### config.mk
export PLATFORM = sky130hd
export DESIGN_NAME = display_update_scheduler
export DESIGN_NICKNAME = d
export VERILOG_FILES = /design/src/rtl/display_update_scheduler_pkg.sv /design/src/rtl/display_update_scheduler_sat_counter.sv /design/src/rtl/display_update_scheduler.sv
export SDC_FILE = /design/constraint.sdc
export NUM_CORES = 1
export LEC_CHECK = 0
export CAP_MARGIN = 25
export CORE_AREA = 3 3 86 88
export DETAILED_ROUTE_END_ITERATION = 7
export DIE_AREA = 0 0 89 91
export PLACE_DENSITY = 0.76
export SLEW_MARGIN = 20
export SYNTH_ARGS = -nofsm -noshare
export SYNTH_HDL_FRONTEND = slang
export SYNTH_SLANG_ARGS = --single-unit
### constraint.sdc
create_clock -name clk_i -period 2.5 [get_ports clk_i]
set_input_delay 0.375 -clock clk_i [delete_from_list [all_inputs] [get_ports clk_i]]
set_output_delay 0.375 -clock clk_i [all_outputs]
set_load 0.05 [all_outputs]
### src/rtl/display_update_scheduler_pkg.sv
// rtl/display_update_scheduler_pkg.sv - shared types and constants for the display update scheduler
//
// Contents:
//   SEG_WIDTH   default segment word width (7 segments x 6 digits)
//   SEG_ALL_ON  lamp-test word, every segment lit
//   SEG_ALL_OFF blank word, every segment dark
//   state_t     transfer sequencer states
package display_update_scheduler_pkg;

    localparam int SEG_WIDTH = 7 * 6;

    localparam logic [SEG_WIDTH-1:0] SEG_ALL_ON  = '1;
    localparam logic [SEG_WIDTH-1:0] SEG_ALL_OFF = '0;

    typedef enum logic [1:0] {
        ST_IDLE = 2'd0,
        ST_ARM  = 2'd1,
        ST_BUSY = 2'd2,
        ST_GAP  = 2'd3
    } state_t;

endpackage

### src/rtl/display_update_scheduler_sat_counter.sv
// rtl/display_update_scheduler_sat_counter.sv - saturating up-counter
//
// Ports:
//   clk_i    system clock
//   rst_ni   asynchronous active-low reset, clears the count
//   inc_i    add one this cycle (ignored once the count is all ones)
//   count_o  current count, sticks at its maximum value
module sat_counter #(
    parameter int W = 8
) (
    input  logic         clk_i,
    input  logic         rst_ni,
    input  logic         inc_i,
    output logic [W-1:0] count_o
);

    always_ff @(posedge clk_i or negedge rst_ni) begin
        if (!rst_ni) begin
            count_o <= '0;
        end else if (inc_i && (count_o != {W{1'b1}})) begin
            count_o <= count_o + {{(W-1){1'b0}}, 1'b1};
        end
    end

endmodule

### src/rtl/display_update_scheduler.sv
// rtl/display_update_scheduler.sv - merges display update requests into gapped shift-register transfers
//
// Ports:
//   clk_i          system clock
//   rst_ni         asynchronous active-low reset
//   tick_req_i     pulse: seconds digits advanced
//   load_req_i     pulse: digits reloaded from decoded time
//   test_i         level: lamp test (all segments on)
//   blank_i        level: blank display (all segments off), overrides test_i
//   time_seg_i     live segment word from the digit encoder
//   sr_busy_i      shift engine busy, rises the cycle after a start
//   sr_start_o     single-cycle transfer start
//   sr_data_o      segment word frozen at the last start
//   overrun_cnt_o  saturating count of cycles where a request merged into a pending one
//   arm_err_o      sticky: the engine never went busy after a start
module display_update_scheduler
    import display_update_scheduler_pkg::*;
#(
    parameter int WIDTH       = SEG_WIDTH,
    parameter int GAP_CYCLES  = 4,
    parameter int ARM_TIMEOUT = 3
) (
    input  logic             clk_i,
    input  logic             rst_ni,
    input  logic             tick_req_i,
    input  logic             load_req_i,
    input  logic             test_i,
    input  logic             blank_i,
    input  logic [WIDTH-1:0] time_seg_i,
    input  logic             sr_busy_i,
    output logic             sr_start_o,
    output logic [WIDTH-1:0] sr_data_o,
    output logic [7:0]       overrun_cnt_o,
    output logic             arm_err_o
);

    state_t           state_q, state_d;
    logic [2:0]       arm_cnt_q, arm_cnt_d;
    logic [3:0]       gap_cnt_q, gap_cnt_d;
    logic             pend_q;
    logic             test_q, blank_q;
    logic             start_q;
    logic             arm_err_q;
    logic [WIDTH-1:0] data_q;

    logic             mode_edge;
    logic             req;
    logic             start_now;
    logic             arm_fail;
    logic [WIDTH-1:0] sel_data;

    // Any change of either mode level needs the display redrawn once.
    assign mode_edge = (test_i ^ test_q) | (blank_i ^ blank_q);
    assign req       = tick_req_i | load_req_i | mode_edge;
    assign start_now = (state_q == ST_IDLE) && pend_q;

    assign sel_data = blank_i ? WIDTH'(SEG_ALL_OFF) :
                      test_i  ? WIDTH'(SEG_ALL_ON)  :
                                time_seg_i;

    always_comb begin
        state_d   = state_q;
        arm_cnt_d = arm_cnt_q;
        gap_cnt_d = gap_cnt_q;
        arm_fail  = 1'b0;
        case (state_q)
            ST_IDLE: begin
                if (pend_q) begin
                    state_d   = ST_ARM;
                    arm_cnt_d = '0;
                end
            end
            ST_ARM: begin
                if (sr_busy_i) begin
                    state_d = ST_BUSY;
                end else if (arm_cnt_q == 3'(ARM_TIMEOUT - 1)) begin
                    // Engine never acknowledged; flag it and still honour the gap.
                    arm_fail  = 1'b1;
                    state_d   = ST_GAP;
                    gap_cnt_d = '0;
                end else begin
                    arm_cnt_d = arm_cnt_q + 3'd1;
                end
            end
            ST_BUSY: begin
                if (!sr_busy_i) begin
                    state_d   = ST_GAP;
                    gap_cnt_d = '0;
                end
            end
            ST_GAP: begin
                if (gap_cnt_q == 4'(GAP_CYCLES - 1)) begin
                    state_d = ST_IDLE;
                end else begin
                    gap_cnt_d = gap_cnt_q + 4'd1;
                end
            end
            default: state_d = ST_IDLE;
        endcase
    end

    always_ff @(posedge clk_i or negedge rst_ni) begin
        if (!rst_ni) begin
            state_q   <= ST_IDLE;
            arm_cnt_q <= '0;
            gap_cnt_q <= '0;
            pend_q    <= 1'b0;
            test_q    <= 1'b0;
            blank_q   <= 1'b0;
            start_q   <= 1'b0;
            arm_err_q <= 1'b0;
            data_q    <= '0;
        end else begin
            state_q   <= state_d;
            arm_cnt_q <= arm_cnt_d;
            gap_cnt_q <= gap_cnt_d;
            test_q    <= test_i;
            blank_q   <= blank_i;
            start_q   <= start_now;
            // A request arriving with the start is kept for the next transfer.
            pend_q    <= req | (pend_q & ~start_now);
            if (start_now) begin
                data_q <= sel_data;
            end
            if (arm_fail) begin
                arm_err_q <= 1'b1;
            end
        end
    end

    sat_counter #(
        .W (8)
    ) u_overrun_cnt (
        .clk_i   (clk_i),
        .rst_ni  (rst_ni),
        .inc_i   (req & pend_q),
        .count_o (overrun_cnt_o)
    );

    assign sr_start_o = start_q;
    assign sr_data_o  = data_q;
    assign arm_err_o  = arm_err_q;

endmodule

==> run summary <==
================================================================================
Result of the run                                                   finished, final reports clean
Drt wl/cell                                                              14.3 µm
Worst endpoint required time                                             2120 ps
Max-cap violations                                                             0
Area of the die                                                         8100 µm²
Buffers & Inverters on Critical Path                                           1
Syn Std Cell Area                                                       2950 µm²
Maximum number of pins on one net before global-route repair                  44
Netlist cell types                                                            38
Clock sink count                                                              64
Final Hold Slack                                                          103 ps
Ys flop type                                                        sky130_fd_sc_hd__dfrtp_1
Synth Warn #                                                                   0
Switching power                                                          2900 µW
Async set or reset register ratio after synthesis                           100%
Kind of cell adding the most delay to the critical path             buffers and inverters
Area of combinational cells with multiple inputs                        1240 µm²
Part of the Yosys area used for sequential elements                        54.2%
Number of global-route vias before repair                                   2502
Most area-hungry cell type in the Yosys netlist                     sky130_fd_sc_hd__dfrtp_1
Max-slew violation total from the final report                                 0
Global-route wire length before repair                                  11400 µm
Global route overflow                                                          0
Post-DP HPWL                                                             4860 µm
Critical path launch point type                                        flip-flop
Clock latency on the worst-skew pair                                      330 ps
Critical path depth                                                            1
Path class of the lowest-slack min-delay path                       primary input to async pin
Area growth from synthesis to final layout                                 44.1%
Kind of critical path                                               flip-flop to output port
Max clock buf depth                                                            2
Via density                                                                 5.23
Headroom to the max-slew limit                                             51.5%
Number of filler instances in the final layout                               590
Site row count                                                                30
Gr usage total                                                             17.8%
Total of flip-flops plus latches after synthesis                              64
Clock share of power                                                       16.1%
Core Footprint                                                          6720 µm²
Final Critical Period                                                    1970 ps
Internal portion of total power                                          3300 µW
FF/Latch Area                                                           1600 µm²
Reg2Reg Depth                                                                  6
Total setup violations reported at the end of the flow                         0
Fraction of power spent switching nets                                     46.8%
Register share of total power                                              28.8%
Arrival @ worst endpoint                                                 1600 ps
Unrepaired setup endpoints after global routing                               no
DRT antenna net count                                                          0
Number of nets in the synthesized netlist                                    357
Total setup buffers inserted after CTS                                         0
Ordered cell list for the critical path                             clkdlybuf4s50_1
Routability cong.                                                          0.803
Placement-stage worst setup slack                                         549 ps
ANT cells                                                                      0
Clock Tree Root                                                     sky130_fd_sc_hd__clkbuf_8
Total I/O pin count                                                          101
Hold-fix buffers at CTS                                                        0
Starting density of the core                                               44.0%
Area share of the leading cell type in the synthesized netlist             54.2%
Number of DRC violations after detailed routing                                0
H-tree depth                                                                   3
Summed negative setup slack over all endpoints                              0 ps
Achievable Freq                                                          507 MHz
Slew at the pin closest to its max-slew limit                             728 ps
Number of gates given a new drive strength after cts                           0
Final cell area excluding filler cells                                  4260 µm²
Number of detailed-routing iterations run before antenna repair                4
Total detailed-routing wirelength                                        6870 µm
IR drop worst, VDD                                                      0.658 mV
Synthesized instance count                                                   299
Die W                                                                      89 µm
Cell types occupying the most area after synthesis                  sky130_fd_sc_hd__dfrtp_1 54%, sky130_fd_sc_hd__o31ai_1 11%, sky130_fd_sc_hd__nand2_1 6.2%
Slowest Stage Delay on Critical Path                                      840 ps
Port Buf Inserts                                                             100
Maximum fanout along the worst path                                            5
Number of enable-type register cells in the synthesized netlist                0
Clock transition at path regs                                              80 ps
Initial drt markers                                                          174
Static leakage power                                                  0.00186 µW
Worst setup slack after layout                                            527 ps
Worst setup EP type                                                  output port
Layout cells sized above 1                                                 8.46%
Mean instance size in the synthesized netlist                           9.88 µm²
Number of antenna violations at the first check in global routing              0
Count of endpoints failing hold in the final timing report                     0
Master of the slowest instance on the critical path                 sky130_fd_sc_hd__clkdlybuf4s50_1
Post-placement cell area                                                4030 µm²
Logic pwr share                                                            55.0%
Final worst path period share                                              78.9%
CTS tree                                                                     yes
TritonCTS Buffers                                                              9
DR vias                                                                     2519
Power Density                                                        1460 nW/µm²
Die Y                                                                      91 µm
Largest clock skew in the final design                                   12.8 ps
Fin nets                                                                     455
================================================================================
## cells by family (layout without fill, tap and decap cells)
| family | after synthesis | in the layout | share of synthesized area [%] |
|---|---|---|---|
| xor gates and xnor gates | 6 | 6 | 1.78 |
| AOI/OAI and AO/OA | 65 | 65 | 16.9 |
| and+or+nand+nor | 120 | 120 | 17.3 |
| buffers and inverters | 29 | 132 | 3.77 |
| adders and majority gates | 9 | 9 | 3.81 |
| DFF | 64 | 64 | 54.2 |
| muxes | 6 | 6 | 2.29 |
## cells in the final DEF, fill, tap and decap left out, types with 2 or more instances in the layout
master / instances
sky130_fd_sc_hd__nand3b_1: 2
sky130_fd_sc_hd__ha_1: 9
sky130_fd_sc_hd__o21ai_0: 8
sky130_fd_sc_hd__clkdlybuf4s50_1: 97
sky130_fd_sc_hd__o21bai_1: 2
sky130_fd_sc_hd__o31ai_1: 43
sky130_fd_sc_hd__nand3_1: 6
sky130_fd_sc_hd__nor2_1: 46
sky130_fd_sc_hd__nor2b_1: 3
sky130_fd_sc_hd__o21a_1: 2
sky130_fd_sc_hd__bufinv_16: 2
sky130_fd_sc_hd__xor2_1: 5
sky130_fd_sc_hd__mux2_2: 6
sky130_fd_sc_hd__inv_1: 10
sky130_fd_sc_hd__buf_2: 3
sky130_fd_sc_hd__nand2_1: 48
sky130_fd_sc_hd__nand4_1: 2
sky130_fd_sc_hd__dfrtp_1: 64
sky130_fd_sc_hd__clkinv_2: 2
sky130_fd_sc_hd__nand2b_1: 3
sky130_fd_sc_hd__buf_4: 5
sky130_fd_sc_hd__clkbuf_8: 11
sky130_fd_sc_hd__nor3_1: 3
## metrics by stage
stage,instances,power [µW],utilization [%]
global route,482,6560,63.4
CTS,482,6250,63.4
detailed placement,466,5230,59.9
floorplan,299,4080,-
finish,482,6200,63.4
global placement,466,5160,59.9
## layer usage
metal / up-vias / wire [µm] / GRT usage (%)
li1: 1229 / - / -
met1: 1211 / 3060 / 22.3
met2: 68 / 3320 / 29.0
met3: 11 / 362 / 4.26
met4: 0 / 123 / 7.69
met5: - / 0 / 0
## cell usage after synthesis (2+ instances only)
cell type	count
sky130_fd_sc_hd__o21bai_1	2
sky130_fd_sc_hd__nand3_1	6
sky130_fd_sc_hd__o31ai_1	43
sky130_fd_sc_hd__buf_1	2
sky130_fd_sc_hd__o21ai_0	8
sky130_fd_sc_hd__nor3_1	3
sky130_fd_sc_hd__ha_1	9
sky130_fd_sc_hd__xor2_1	5
sky130_fd_sc_hd__o21a_1	2
sky130_fd_sc_hd__nor2b_1	3
sky130_fd_sc_hd__inv_1	10
sky130_fd_sc_hd__nand2_1	49
sky130_fd_sc_hd__nand3b_1	2
sky130_fd_sc_hd__clkbuf_1	15
sky130_fd_sc_hd__nand4_1	2
sky130_fd_sc_hd__dfrtp_1	64
sky130_fd_sc_hd__nand2b_1	3
sky130_fd_sc_hd__nor2_1	46
sky130_fd_sc_hd__mux2_2	6
## flip-flops by register name, indices dropped and copies added (netlist names)
signal and count:
arm_cnt_q 3, gap_cnt_q 4, state_q 2, arm_err_o 1, pend_q 1, u_overrun_cnt.count_o 8
test_q 1, blank_q 1, sr_start_o 1, sr_data_o 42
## worst paths after layout
kind | from | end | slack [ps]
worst max register to register | state_q[0] | state_q[1] | 550
max in group asynchronous | rst_ni | sr_data_o[36] | 1630
worst max-delay path | u_overrun_cnt.count_o[0] | overrun_cnt_o[0] | 530
worst min register to register | arm_err_o | arm_err_o | 480
worst min-delay path | rst_ni | u_overrun_cnt.count_o[5] | 100
min in group clk_i | arm_err_o | arm_err_o | 480
## power groups by stage
stage	registers, µW	logic (µW)	clock network (µW)
final	1790	3410	1000
after global placement	1790	3380	0
after detailed placement	1790	3440	0
after CTS	1790	3440	1030
after global routing	1850	3650	1070
after floorplan	3070	1010	0
## layout make-up
type / count / share of cell area (%)
inverters: 10 / 0.882
well taps: 80 / 2.35
clock buffers: 11 / 3.56
flip-flops and latches: 64 / 37.6
clock inverters: 5 / 1.85
multi-input cells: 206 / 29.2
repair buffers: 106 / 24.5
(Power assumes the default switching activity.)
